[src/rtl/alu_mdu.sv]
// alu_mdu: EX-stage ALU with single-cycle logic/arithmetic ops plus an
// iterative radix-2 multiply/divide unit that writes the HI/LO registers.
//
// Handshake: a mul/div op is launched by holding start high with a mul/div
// ctl value across one rising edge while busy is low. busy stays high from
// that edge until HI/LO are written. done is high for exactly the one cycle
// after HI/LO change. Starts seen while busy are dropped, and flush beats start
// on the same edge.
module alu_mdu #(
  parameter int WIDTH = 32,
  parameter int CNT_W = $clog2(WIDTH) + 1
) (
  input  logic             clk,
  input  logic             rst_n,
  input  logic [3:0]       ctl,
  input  logic [WIDTH-1:0] data_1,
  input  logic [WIDTH-1:0] data_2,
  input  logic             start,
  input  logic             flush,
  output logic [WIDTH-1:0] res,
  output logic             zero,
  output logic             ovf,
  output logic             busy,
  output logic             done,
  output logic             stall,
  output logic [WIDTH-1:0] hi,
  output logic [WIDTH-1:0] lo,
  output logic [1:0]       dbg_state
);

  localparam logic [3:0] CTL_AND   = 4'b0000;
  localparam logic [3:0] CTL_OR    = 4'b0001;
  localparam logic [3:0] CTL_ADD   = 4'b0010;
  localparam logic [3:0] CTL_XOR   = 4'b0011;
  localparam logic [3:0] CTL_NOR   = 4'b0100;
  localparam logic [3:0] CTL_SUB   = 4'b0110;
  localparam logic [3:0] CTL_SLT   = 4'b0111;
  localparam logic [3:0] CTL_MFHI  = 4'b1000;
  localparam logic [3:0] CTL_MFLO  = 4'b1001;
  localparam logic [3:0] CTL_MULT  = 4'b1010;
  localparam logic [3:0] CTL_MULTU = 4'b1011;
  localparam logic [3:0] CTL_DIV   = 4'b1100;
  localparam logic [3:0] CTL_DIVU  = 4'b1101;

  typedef enum logic [1:0] {
    S_IDLE = 2'd0,
    S_RUN  = 2'd1,
    S_FIX  = 2'd2
  } state_e;

  state_e               state_q, state_d;
  logic [CNT_W-1:0]     cnt_q, cnt_d;
  logic [2*WIDTH-1:0]   acc_q, acc_d;     // multiply: {partial, multiplier}; divide: {remainder, quotient}
  logic [WIDTH-1:0]     opb_q, opb_d;     // |multiplicand| or |divisor|
  logic                 is_div_q, is_div_d;
  logic                 neg_lo_q, neg_lo_d;  // product / quotient must be negated
  logic                 neg_hi_q, neg_hi_d;  // remainder must be negated
  logic                 dz_q, dz_d;          // divide by zero
  logic [WIDTH-1:0]     hi_q, hi_d;
  logic [WIDTH-1:0]     lo_q, lo_d;
  logic                 done_q, done_d;

  // ---------------- single-cycle ALU ----------------
  logic [WIDTH-1:0] sum, diff;
  assign sum  = data_1 + data_2;
  assign diff = data_1 - data_2;

  // Result mux and signed overflow; mul/div and unused encodings give zero.
  always_comb begin
    res = '0;
    ovf = 1'b0;
    unique case (ctl)
      CTL_AND:  res = data_1 & data_2;
      CTL_OR:   res = data_1 | data_2;
      CTL_ADD: begin
        res = sum;
        ovf = (data_1[WIDTH-1] == data_2[WIDTH-1]) && (sum[WIDTH-1] != data_1[WIDTH-1]);
      end
      CTL_XOR:  res = data_1 ^ data_2;
      CTL_NOR:  res = ~(data_1 | data_2);
      CTL_SUB: begin
        res = diff;
        ovf = (data_1[WIDTH-1] != data_2[WIDTH-1]) && (diff[WIDTH-1] != data_1[WIDTH-1]);
      end
      CTL_SLT:  res = {{(WIDTH-1){1'b0}}, ($signed(data_1) < $signed(data_2))};
      CTL_MFHI: res = hi_q;
      CTL_MFLO: res = lo_q;
      default:  res = '0;
    endcase
  end

  assign zero = (res == '0);

  // ---------------- operation decode ----------------
  logic is_md, is_signed, is_div_op, is_hilo_user;
  assign is_md        = (ctl == CTL_MULT) || (ctl == CTL_MULTU) || (ctl == CTL_DIV) || (ctl == CTL_DIVU);
  assign is_signed    = (ctl == CTL_MULT) || (ctl == CTL_DIV);
  assign is_div_op    = (ctl == CTL_DIV)  || (ctl == CTL_DIVU);
  assign is_hilo_user = is_md || (ctl == CTL_MFHI) || (ctl == CTL_MFLO);

  logic             neg_a, neg_b;
  logic [WIDTH-1:0] abs_a, abs_b;
  assign neg_a = is_signed & data_1[WIDTH-1];
  assign neg_b = is_signed & data_2[WIDTH-1];
  assign abs_a = neg_a ? -data_1 : data_1;
  assign abs_b = neg_b ? -data_2 : data_2;

  // ---------------- datapath steps ----------------
  // Shift-add multiply: add multiplicand into the upper half when the
  // multiplier LSB is set, then shift the whole accumulator right (carry kept).
  logic [WIDTH:0]     mul_sum;
  logic [2*WIDTH-1:0] mul_next;
  assign mul_sum  = {1'b0, acc_q[2*WIDTH-1:WIDTH]} + {1'b0, (acc_q[0] ? opb_q : '0)};
  assign mul_next = {mul_sum, acc_q[WIDTH-1:1]};

  // Restoring divide: shift in the next dividend bit with a WIDTH+1 bit
  // partial remainder so divisors with the MSB set still compare correctly.
  logic [WIDTH:0]     rem_sh, rem_sub;
  logic               rem_ge;
  logic [2*WIDTH-1:0] div_next;
  assign rem_sh   = {acc_q[2*WIDTH-1:WIDTH], acc_q[WIDTH-1]};
  assign rem_ge   = (rem_sh >= {1'b0, opb_q});
  assign rem_sub  = rem_sh - {1'b0, opb_q};
  assign div_next = {(rem_ge ? rem_sub[WIDTH-1:0] : rem_sh[WIDTH-1:0]), acc_q[WIDTH-2:0], rem_ge};

  // Sign correction. A zero divisor leaves the remainder equal to |dividend|,
  // so restoring its sign returns the dividend as captured; LO is forced all ones.
  logic [2*WIDTH-1:0] prod_fix;
  logic [WIDTH-1:0]   quo_fix, rem_fix;
  assign prod_fix = neg_lo_q ? -acc_q : acc_q;
  assign quo_fix  = dz_q ? '1 : (neg_lo_q ? -acc_q[WIDTH-1:0] : acc_q[WIDTH-1:0]);
  assign rem_fix  = neg_hi_q ? -acc_q[2*WIDTH-1:WIDTH] : acc_q[2*WIDTH-1:WIDTH];

  // ---------------- FSM ----------------
  // Next-state and datapath update; flush wins over start and aborts RUN/FIX.
  always_comb begin
    state_d  = state_q;
    cnt_d    = cnt_q;
    acc_d    = acc_q;
    opb_d    = opb_q;
    is_div_d = is_div_q;
    neg_lo_d = neg_lo_q;
    neg_hi_d = neg_hi_q;
    dz_d     = dz_q;
    hi_d     = hi_q;
    lo_d     = lo_q;
    done_d   = 1'b0;
    unique case (state_q)
      S_IDLE: begin
        if (start && is_md && !flush) begin
          state_d  = S_RUN;
          cnt_d    = CNT_W'(WIDTH);
          is_div_d = is_div_op;
          neg_lo_d = neg_a ^ neg_b;
          neg_hi_d = neg_a;
          dz_d     = is_div_op && (data_2 == '0);
          if (is_div_op) begin
            acc_d = {{WIDTH{1'b0}}, abs_a};
            opb_d = abs_b;
          end else begin
            acc_d = {{WIDTH{1'b0}}, abs_b};
            opb_d = abs_a;
          end
        end
      end
      S_RUN: begin
        if (flush) begin
          state_d = S_IDLE;
        end else begin
          acc_d = is_div_q ? div_next : mul_next;
          cnt_d = cnt_q - CNT_W'(1);
          if (cnt_q == CNT_W'(1)) state_d = S_FIX;
        end
      end
      S_FIX: begin
        state_d = S_IDLE;
        if (!flush) begin
          done_d = 1'b1;
          if (is_div_q) begin
            hi_d = rem_fix;
            lo_d = quo_fix;
          end else begin
            hi_d = prod_fix[2*WIDTH-1:WIDTH];
            lo_d = prod_fix[WIDTH-1:0];
          end
        end
      end
      default: state_d = S_IDLE;
    endcase
  end

  // State and datapath registers, cleared asynchronously.
  always_ff @(posedge clk or negedge rst_n) begin
    if (!rst_n) begin
      state_q  <= S_IDLE;
      cnt_q    <= '0;
      acc_q    <= '0;
      opb_q    <= '0;
      is_div_q <= 1'b0;
      neg_lo_q <= 1'b0;
      neg_hi_q <= 1'b0;
      dz_q     <= 1'b0;
      hi_q     <= '0;
      lo_q     <= '0;
      done_q   <= 1'b0;
    end else begin
      state_q  <= state_d;
      cnt_q    <= cnt_d;
      acc_q    <= acc_d;
      opb_q    <= opb_d;
      is_div_q <= is_div_d;
      neg_lo_q <= neg_lo_d;
      neg_hi_q <= neg_hi_d;
      dz_q     <= dz_d;
      hi_q     <= hi_d;
      lo_q     <= lo_d;
      done_q   <= done_d;
    end
  end

  assign busy      = (state_q != S_IDLE);
  assign done      = done_q;
  assign stall     = busy & is_hilo_user;
  assign hi        = hi_q;
  assign lo        = lo_q;
  assign dbg_state = state_q;

endmodule

[config.mk]
export PLATFORM = sky130hd
export DESIGN_NAME = alu_mdu
export DESIGN_NICKNAME = d
export VERILOG_FILES = /design/src/rtl/alu_mdu.sv
export SDC_FILE = /design/constraint.sdc
export NUM_CORES = 1
export LEC_CHECK = 0
export CAP_MARGIN = 20
export CORE_MARGIN = 10
export CORE_UTILIZATION = 25
export DETAILED_ROUTE_END_ITERATION = 7
export PLACE_DENSITY_LB_ADDON = 0.1
export SLEW_MARGIN = 30
export SYNTH_ARGS = -nofsm -noshare
export SYNTH_HDL_FRONTEND = slang
export SYNTH_SLANG_ARGS = --single-unit
export TNS_END_PERCENT = 10
[constraint.sdc]
create_clock -name clk -period 14.25 [get_ports clk]
set_clock_uncertainty 0.05 [all_clocks]
set_input_delay 1.425 -clock clk [delete_from_list [all_inputs] [get_ports clk]]
set_output_delay 1.425 -clock clk [all_outputs]
set_load 0.01 [all_outputs]
# == After elaboration in Yosys (flattened, before gate mapping) ==
# Cells that the tools add are included.
# classes
addsub,10
multipliers,0
div,0
order_cmp,2
n_eq_ne,22
shifts,0
n_mux,27
bitwise_logic,9
n_reduce_logical,23
# ops
op,n
32-bit 2-to-1 mux,11
32-bit one-hot mux with 9 select lines,1
64-bit 2-to-1 mux,4
32-bit negator,4
64-bit one-hot mux with 2 select lines,1
32-bit zero test,2
64-bit negator,1
32-bit subtractor,2
32-bit by 32-bit adder with 33-bit output,1
33-bit by 32-bit >= comparator with 1-bit output,1
32-bit adder,1
32-bit bitwise AND,1
32-bit < comparator,1
32-bit NOT,1
32-bit bitwise OR,1
32-bit XOR,1
4-bit equality test (second input constant),6
4-bit by 3-bit equality test with 1-bit output (second input constant),3
6-bit 2-to-1 mux,2
6-bit one-hot mux with 2 select lines,1
4-bit by 2-bit equality test with 1-bit output (second input constant),2
1-bit logical OR,7
6-bit by 1-bit equality test with 1-bit output (second input constant),1
2-bit 2-to-1 mux,3
other kinds (21),34
# word_totals
reg_bits,173
latchBits,0
ramBits,0
rom_bits,0
input_bits,72
output_inout_bits,103
word_cells,104
memories,0

# == Depth between registers and ports, before layout ==
# logic_depth
ltp_word,8
mapped_depth,15
ltp_nobuf,15

# == Worst setup path after synthesis ==
# No wires, ideal clock.
# synth_path
kind,input port to output port
from,input data_1[0]
to,output zero
arrival_time_ps,5650
slack_ps,7125
path_stages,14
n_path_buf,0
path_cell_list,inv_1 ha_1 fa_1 or2_1 a22o_1 a221o_1 a211o_1 or4_1 nor2_1 nand4bb_1 or4_1 or4_1 or4_1 nor4b_2
# synth_via
elab_cells_between_ends,9
classes_between,2 x add/sub; 1 x order compare; 1 x mux; 4 x bitwise; 1 x reduce/logical
# synth_lines
element,line_no,source
start: declaration,16,"input logic [WIDTH-1:0] data_1,"
32-bit subtractor / 32-bit adder (equally long branches),"66, 65",
32-bit one-hot mux with 9 select lines *,72,unique case (ctl)
named net res[4],20,"output logic [WIDTH-1:0] res,"
32-bit zero test *,92,assign zero = (res == '0);
end: declaration,21,"output logic zero,"
# The timed path passes the listed nets; every way through them passes the cells marked *.

# == Final worst setup path ==
# layout_path
from,input data_2[8]
to,output zero
# layout_via
elab_chain_len,4
elab_cells_between_ends,9
classes_between,2 x add/sub; 1 x order compare; 1 x mux; 4 x bitwise; 1 x reduce/logical
# layout_rtl
element,line_no,source
start: declaration,17,"input logic [WIDTH-1:0] data_2,"
branches (longest 2 deep; another with 32-bit subtractor),n/a,
32-bit one-hot mux with 9 select lines *,72,
32-bit zero test *,92,
# Every way passes the cells marked *.

==> flow_summary.yaml <==
run_status:
  outcome: "finished, final reports clean"
setup_path:
  crit-reg2reg-launch: "acc_q[0]"
  critPathSlowestCell: "a2111oi_0"
  arrival_ps: 7410
  rrSetupSlack_ps: 9470
  end_kind: "output pin"
  ff2ff_path_depth: 15
  worstPathRequired_ps: 12770
  crit_type: "in -> out"
  cp_max_fo: 16
  crit_buf_inv: 3
  cp_cell_sequence: "clkdlybuf4s50_1 -> inv_1 -> ha_1 -> nand4_1 -> a211oi_1 -> nand4bb_1 -> a41oi_1 -> a2111oi_0 -> o21bai_1 -> or4_1 -> or4_1 -> or4_1 -> nor4b_2 -> clkdlybuf4s50_1"
  r2r-end: "acc_q[57]"
  crit_family: "simple AND/OR/NAND/NOR gates"
  critical_path.startpoint_type: "primary input"
  cp_common_cell: "or4_1"
  critical-path-max-stage-delay_ps: 780
finish:
  fill_cells: 8952
  diodes: 0
  drive_gt1_frac: 0.0505
  fin_cells: 3999
  multi_input_area_um2: 15300
  seqCellArea_um2: 4330
  area_delta_synth_final_pct: 16.3
  layout.nets: 3161
logic_synthesis:
  synth_top_area_frac: 0.208
  yosysUniqueCellTypes: 82
  synth_common_cells: "nor2_1, nand2_1, a21oi_1"
  ys_seq_elements: 173
  async_flop_share: 1.00
  netlist_area_um2: 20800
  syn-num-nets: 3100
  synth_cells: 2855
  synth_top_cells_by_area: "dfrtp_1, ha_1, a21oi_1"
  seq_area_frac_synth: 0.208
  synth.most_common_cell: "nor2_1"
  avgSynthCellArea_um2: 7.29
  synth_ff_type: "dfrtp_1"
  synth_top_cell_by_area: "dfrtp_1"
  yosysWarnings: 0
  synth_edf_count: 0
routing:
  routed-wl-met3_mm: 5.40
  drt-initial-drc-count: 1833
  wl_met2_mm: 47.8
  dr.pass1.iters: 7
  wl_per_cell_um: 26.0
  drc: 0
  vias: 22400
  wl_met1_mm: 48.4
  finalWirelength_mm: 104
  antenna_left: 0
  vias_per_cell: 5.61
  top_layer_used: "met4"
power_and_ir_drop:
  powerDensity_nw_per_um2: 143
  p_leak_nw: 9.98
  ir_drop_mv: 0.0802
  total_power_mw: 3.47
global_route:
  grt_pass1_wl_mm: 153
  grt_max_degree: 82
  grt_pass1_vias: 21800
  grt_overflow: 0
  antenna_found_initial: 3
  grt_use_total: 0.212
cts:
  ctsHoldBuffers: 0
  htreeDepth: 4
  cts_resized: 0
  cts_buffer_depth: 2
  cts_buffers: 17
  post_cts_buffers: 0
  clk_pin_slew_ps: 70
  clk-insertion-delay-late_ps: 470
  tritoncts: "done"
  cts_root_buffer: "clkbuf_16"
  cts_sinks: 173
place:
  port-buffer-count: 174
  dp_hpwl_mm: 82.5
  post-place-ws_ps: 5330
  place.gp.congestion: 0.909
  place_inst: 3967
timing:
  hold_viol: 0
  fin_ws_ps: 5370
  finalCritPeriodShare: 0.623
  fmax_ghz: 0.113
  slew_headroom: 0.301
  setup_viol: 0
  maxSlewViolCount: 0
  tightestPinTransition_ps: 1040
  fin_crit_ps: 8880
  rsz0062_at_grt: "no"
  worst_hold_slack_ps: 442
  setup_tns_ps: 0
floorplan:
  die_h_um: 308
  core_area_um2: 82200
  placementRows: 105
  die-area_um2: 95200
  dieWidth_um: 308
  pin_count: 175
  start_util: 0.253
worst_hold_path:
  hp-start: "opb_q[27]"
  hold_path_depth: 2
  min_to: "opb_q[27]"
  hold_class: "reg -> reg"
flow_run:
  drv_cap: 0
[stage by stage]
step | instance area [um2] | utilization
finish | 24200 | 0.294
CTS | 24200 | 0.294
global route | 24200 | 0.294
global placement | 23600 | 0.287
floorplan | 20800 | -
detailed placement | 23600 | 0.287
[final cells by class]
type	instances	area share
Clock buffer	21	0.0190
Clock inverter	11	0.00564
Inverter	160	0.0248
Multi-Input combinational cell	2349	0.631
Sequential cell	173	0.179
Tap cell	1070	0.0553
Timing Repair Buffer	215	0.0846
[registers in the layout, indices dropped and copies added, names as in the netlist]
name       cells
acc_q         64
neg_hi_q       1
hi            32
lo            32
done           1
dbg_state      2
is_div_q       1
dz_q           1
cnt_q          6
neg_lo_q       1
opb_q         32
[routing by layer]
| layer | track usage | vias to the layer above |
|---|---|---|
| met3 | 0.0240 | 110 |
| met5 | 0 | - |
| li1 | - | 10500 |
| met1 | 0.293 | 11000 |
| met4 | 0.0549 | 0 |
| met2 | 0.347 | 791 |
[where the power goes]
part | switching, mW | internal (mW)
combinational | 1.25 | 0.839
sequential | 0.268 | 0.616
clock | 0.227 | 0.270
[cells in the final DEF, fill, tap and decap left out, types with 18 or more instances in the layout]
master / count
clkdlybuf4s50_1: 172
o211ai_1: 32
nor2b_1: 28
inv_1: 159
a211oi_1: 27
o22ai_1: 22
or4_1: 25
nor4_1: 43
o31ai_1: 31
nand2b_1: 19
or3_1: 27
xnor2_1: 126
nand3_1: 65
a31oi_1: 53
xor2_1: 54
o41ai_1: 19
dfrtp_1: 171
nor3_1: 73
a22oi_1: 48
a21oi_1: 244
ha_1: 169
buf_4: 41
o21ai_0: 222
o21bai_1: 18
nand2_1: 282
mux2i_1: 60
nand4_1: 34
nor2_1: 294
a21o_1: 49
[worst max-delay path by stage]
stage	from	to	slack (ps)	cells after the start
after CTS	data_1[2]	zero	5320	15
after global routing	data_1[10]	zero	5150	13
after detailed placement	ctl[3]	zero	5330	15
after global placement	data_1[3]	zero	5270	14
after floorplan	data_1[0]	zero	7120	14
final	data_2[8]	zero	5370	14
[kinds of logic (layout without fill, tap and decap cells)]
| kind of cell | count (synthesis) | count (layout) | synth area share |
|---|---|---|---|
| DFF | 173 | 173 | 0.208 |
| adders and majority gates | 173 | 173 | 0.105 |
| AOI/OAI and AO/OA | 943 | 943 | 0.293 |
| buffers and inverters | 333 | 407 | 0.0610 |
| and+or+nand+nor | 984 | 984 | 0.223 |
| muxes | 69 | 69 | 0.0337 |
| xor gates and xnor gates | 180 | 180 | 0.0758 |
[worst reg2reg max path: stages (launching register included)]
cell       delay, ps
dfrtp_1          410
clkinv_1         110
buf_4            350
nor2_1           150
fa_1             470
a211oi_1         290
o21ai_0          270
o31a_1           340
nor3_1           350
o31ai_1          260
a221o_1          340
a21oi_1          240
o21ai_0          190
a2111oi_0        470
nor2_1            90
a211o_1          270
Note: power is estimated with default switching activity, not from simulation.
